===== src/rtl/result_packer.sv =====
// rtl/result_packer.sv - rescale/clamp signed MAC results and pack LANES pixels per memory word
module result_packer #(
  parameter int ACC_W     = 20,
  parameter int PIX_W     = 8,
  parameter int LANES     = 4,
  parameter int SHIFT     = 4,
  parameter int ADDR_W    = 16,
  parameter int BASE_ADDR = 0
) (
  input  logic                   clk,
  input  logic                   rst,
  input  logic                   start,
  input  logic                   res_valid,
  input  logic [ACC_W-1:0]       res_data,
  output logic                   res_ready,
  input  logic                   flush,
  output logic                   mem_wr,
  output logic [ADDR_W-1:0]      mem_addr,
  output logic [LANES*PIX_W-1:0] mem_wdata,
  output logic                   busy,
  output logic                   done
);

  localparam int LC_W = (LANES > 1) ? $clog2(LANES) : 1;
  localparam logic [ACC_W-1:0]  PIX_MAX   = {{(ACC_W-PIX_W){1'b0}}, {PIX_W{1'b1}}};
  localparam logic [ADDR_W-1:0] ADDR_BASE = ADDR_W'(BASE_ADDR);
  localparam logic [LC_W-1:0]   LAST_LANE = LC_W'(LANES-1);

  localparam logic [2:0] S_IDLE     = 3'd0;
  localparam logic [2:0] S_COLLECT  = 3'd1;
  localparam logic [2:0] S_WRITE    = 3'd2;
  localparam logic [2:0] S_FLUSH_WR = 3'd3;
  localparam logic [2:0] S_DONE     = 3'd4;

  logic [2:0]             state;
  logic [LC_W-1:0]        lane_cnt;
  logic [LANES*PIX_W-1:0] buffer;
  logic [ADDR_W-1:0]      addr;
  logic                   flush_pend;

  logic                   accept;
  logic [ACC_W-1:0]       q;
  logic [PIX_W-1:0]       pixel;
  logic [LANES*PIX_W-1:0] buf_ins;

  assign accept = res_valid & res_ready;
  assign q      = $signed(res_data) >>> SHIFT;

  // Negative results clamp to black, anything above the pixel range saturates.
  always_comb begin
    pixel = q[PIX_W-1:0];
    if (q[ACC_W-1]) begin
      pixel = '0;
    end else if (q > PIX_MAX) begin
      pixel = '1;
    end
  end

  always_comb begin
    buf_ins = buffer;
    for (int i = 0; i < LANES; i++) begin
      if (lane_cnt == LC_W'(i)) begin
        buf_ins[i*PIX_W +: PIX_W] = pixel;
      end
    end
  end

  always_ff @(posedge clk or posedge rst) begin
    if (rst) begin
      state      <= S_IDLE;
      lane_cnt   <= '0;
      buffer     <= '0;
      addr       <= ADDR_BASE;
      flush_pend <= 1'b0;
    end else begin
      case (state)
        S_IDLE: begin
          if (start) begin
            state      <= S_COLLECT;
            lane_cnt   <= '0;
            buffer     <= '0;
            addr       <= ADDR_BASE;
            flush_pend <= 1'b0;
          end
        end
        S_COLLECT: begin
          if (accept) begin
            buffer   <= buf_ins;
            lane_cnt <= lane_cnt + 1'b1;
            if (lane_cnt == LAST_LANE) begin
              state      <= S_WRITE;
              flush_pend <= flush;
            end else if (flush) begin
              state <= S_FLUSH_WR;
            end
          end else if (flush) begin
            state <= (lane_cnt == '0) ? S_DONE : S_FLUSH_WR;
          end
        end
        S_WRITE: begin
          addr       <= addr + 1'b1;
          buffer     <= '0;
          lane_cnt   <= '0;
          flush_pend <= 1'b0;
          state      <= flush_pend ? S_DONE : S_COLLECT;
        end
        S_FLUSH_WR: begin
          addr     <= addr + 1'b1;
          buffer   <= '0;
          lane_cnt <= '0;
          state    <= S_DONE;
        end
        S_DONE: begin
          state <= S_IDLE;
        end
        default: begin
          state <= S_IDLE;
        end
      endcase
    end
  end

  // Outputs decode registers only, so an asynchronous reset drops mem_wr at once.
  assign res_ready = (state == S_COLLECT);
  assign mem_wr    = (state == S_WRITE) || (state == S_FLUSH_WR);
  assign mem_addr  = addr;
  assign mem_wdata = mem_wr ? buffer : '0;
  assign busy      = (state != S_IDLE);
  assign done      = (state == S_DONE);

endmodule

===== config.mk =====
export PLATFORM = sky130hd
export DESIGN_NAME = result_packer
export DESIGN_NICKNAME = d
export VERILOG_FILES = /design/src/rtl/result_packer.sv
export SDC_FILE = /design/constraint.sdc
export NUM_CORES = 1
export LEC_CHECK = 0
export CAP_MARGIN = 0
export CORE_AREA = 2 2 79 81
export DETAILED_ROUTE_END_ITERATION = 7
export DIE_AREA = 0 0 81 83
export PLACE_DENSITY_LB_ADDON = 0.25
export REMOVE_ABC_BUFFERS = 1
export SLEW_MARGIN = 30
export SYNTH_ARGS = -nofsm -noshare
export SYNTH_HDL_FRONTEND = slang
export SYNTH_SLANG_ARGS = --single-unit

===== constraint.sdc =====
create_clock -name clk -period 2.2 [get_ports clk]
set_clock_uncertainty 0.1 [all_clocks]
set_input_delay 0.44 -clock clk [delete_from_list [all_inputs] [get_ports clk]]
set_output_delay 0.44 -clock clk [all_outputs]
set_load 0.01 [all_outputs]

==> reports/qor.csv <==
metric;value;unit
die_y;83;um
route.final.wire_length;6170;um
dieArea;6720;um2
worstReg2RegStart;state[2]$_DFFE_PP0P_;
rsz0062_at_grt;no;
crit_path_end_kind;output pin;
area_growth;40.8;%
hold_ws;0.328;ns
routed-via-count;2137;
clockBufferDepth;2;
max-cap-violations;0;
power.density;1110;nW/um2
crit_required;1.66;ns
cp_max_fo;3;
coreArea;5820;um2
worst_pin_slew;0.407;ns
criticalPathCategory;reg -> out;
grt_pass1_vias;2199;
peakVddDrop;0.574;mV
setup_viol;0;
dp_hpwl;4310;um
cts_root_buf;clkbuf_8;
fmax;467;MHz
grt_overflow;0;
postCtsHoldBufs;0;
p_clk_share;15.6;%
antenna_found_initial;0;
tns;0;ns
place.gp.congestion;0.791;
maxSlewViolCount;0;
drive_gt1_share;22.6;%
slew_headroom;72.8;%
arrival;1.60;ns
reg2regPathDepth;8;
async_flop_share;100;%
insertion_delay;0.31;ns
grt_pass1_wl;10500;um
reg2reg_slack;0.09;ns
leakage;1.88;nW
portBuffers;72;
seq_power_share;32.7;%
synth_top_area_share;49.0;%
synth_edf_count;0;
yosysTopAreaCell;dfrtp_1;
final_net_count;370;
synthTopCellsByArea;dfrtp_1 (49%), mux2_2 (12%), and2_1 (7.3%), o21a_1 (3.0%), ha_1 (2.3%);
dr.pass1.iters;4;
ys_ff_latch;54;
synth_warnings;0;
final_common_cell;dfrtp_1;
yosys_most_used_dff;dfrtp_1;
design.portCount;77;
cts_buffers;5;
syn_inst;246;
p_int;0.00287;W
layout_common_cells;dfrtp_1 (53), clkdlybuf4s50_1 (36), dlygate4sd2_1 (33);
grt_max_degree;38;
power.switching;0.00145;W
fillers;508;
remaining_drc_errors;0;
finalHoldViolations;0;
track_usage;19.8;%
start_util;47.4;%
htreeDepth;2;
cts_tree;built;
clock_sinks;54;
min_period;2.14;ns
ant_nets;0;
via_per_inst;5.14;
drt_iter0_drc;69;
status;complete, no violations;
switching_share;33.6;%
comb_power_share;51.7;%
rows;28;
synth-seq-area-share;49.0;%
hold_path_class;in -> async;
timing.final.crit_share;97.3;%
synth.avg_cell_area;11.2;um2
clk_pin_slew;0.10;ns
r2r-end;mem_addr[9]$_DFFE_PP0P_;
detail_route.wl_per_cell;14.8;um
synthDistinctLibCells;43;
antenna_cells;0;
die_w;81;um
worst_setup_path_start_kind;flop;
utilization;66.7;%
syn_area;2760;um2
==> routing by layer <==
layer	up-vias	track usage, %	share of wire, %
li1	1051	-	-
met1	1029	25.2	43
met2	52	33.7	51
met3	5	4.57	5.3
met4	0	5.08	1.0
met5	-	0	0
==> through the flow <==
| step | power [W] | std cells | setup slack (ns) | instance area, um2 |
|---|---|---|---|---|
| 6_report | 0.00432 | 416 | 0.0585 | 3880 |
| 3_3_place_gp | 0.00359 | 402 | -0.0536 | 3730 |
| 4_1_cts | 0.00436 | 416 | 0.0187 | 3870 |
| 2_1_floorplan | 0.00255 | 233 | -0.113 | 2680 |
| 3_5_place_dp | 0.00363 | 402 | -0.0451 | 3730 |
| 5_1_grt | 0.00460 | 416 | 0.00327 | 3880 |
==> worst max-delay path, cell delays in order (launching register included) <==
cell	delay (ns)
dfrtp_2	0.44
buf_4	0.14
or3b_1	0.38
inv_1	0.09
clkdlybuf4s15_1	0.23
==> sequential cells by signal (all words and copies together) (netlist names) <==
register	flops
lane_cnt	2
state	3
mem_addr	16
buffer	32
flush_pend	1
==> power by group through the flow <==
stage | clock (W) | sequential [W] | combinational, W
3_3_place_gp | 0 | 0.00143 | 0.00216
3_5_place_dp | 0 | 0.00144 | 0.00219
5_1_grt | 0.000727 | 0.00145 | 0.00243
4_1_cts | 0.000690 | 0.00141 | 0.00226
2_1_floorplan | 0 | 0.00142 | 0.00113
6_report | 0.000674 | 0.00141 | 0.00223
==> cells by family (layout without fill, tap and decap cells) <==
kind of cell,Yosys count,count (layout),synth area share (%)
mux,33,33,13.5
xor+xnor,6,6,1.91
fa+ha+maj,5,5,2.27
compound gates,48,48,11.9
flops,54,54,49.0
simple gates,80,80,17.5
buf+inv,20,115,3.86
==> layout make-up <==
| type | instances | area [um2] | area share (%) |
|---|---|---|---|
| flip-flops and latches | 54 | 1350 | 34.9 |
| clock inverters | 3 | 45.0 | 1.16 |
| clock buffers | 5 | 68.8 | 1.77 |
| inverters | 7 | 26.3 | 0.677 |
| repair buffers | 100 | 980 | 25.2 |
| multi-input cells | 172 | 1310 | 33.9 |
| well taps | 75 | 93.8 | 2.42 |
==> worst max path at each step <==
stage,end,cells after the start,slack (ns),start
final,res_ready,4,0.06,state[2]$_DFFE_PP0P_
after detailed placement,buffer[16]$_DFFE_PP0P_,5,-0.05,res_data[14]
after floorplan,mem_wdata[0],3,-0.11,state[1]$_DFFE_PP0P_
after global routing,mem_addr[7]$_DFFE_PP0P_,8,0.003,state[2]$_DFFE_PP0P_
after global placement,buffer[22]$_DFFE_PP0P_,7,-0.05,start
after CTS,res_ready,4,0.02,state[2]$_DFFE_PP0P_
==> repair_timing <==
action / in CTS / in global routing
buffers inserted: 5 / 0
pin swaps: 1 / 1
gates resized for setup: 40 / 4
endpoints found under the setup margin: 35 / 5
cloned: 1 / 0
==> cells in the mapped netlist, types with 2 or more instances <==
cell type and count:
a21oi_1 9, a31oi_1 2, and2_1 32, and3_1 2, buf_2 4, buf_4 3
buf_6 2, clkbuf_1 4, dfrtp_1 54, ha_1 5, inv_1 7, mux2_1 3
mux2_2 30, nand2_1 9, nand2b_1 2, nand3_1 5, nand4_1 2, nor2_1 9
nor4_1 2, o2111ai_1 3, o211ai_1 3, o21a_1 11, o21ai_0 10, o31ai_1 3
or3_1 6, or4_1 2, xor2_1 6
Note: power is estimated with default switching activity, not from simulation.
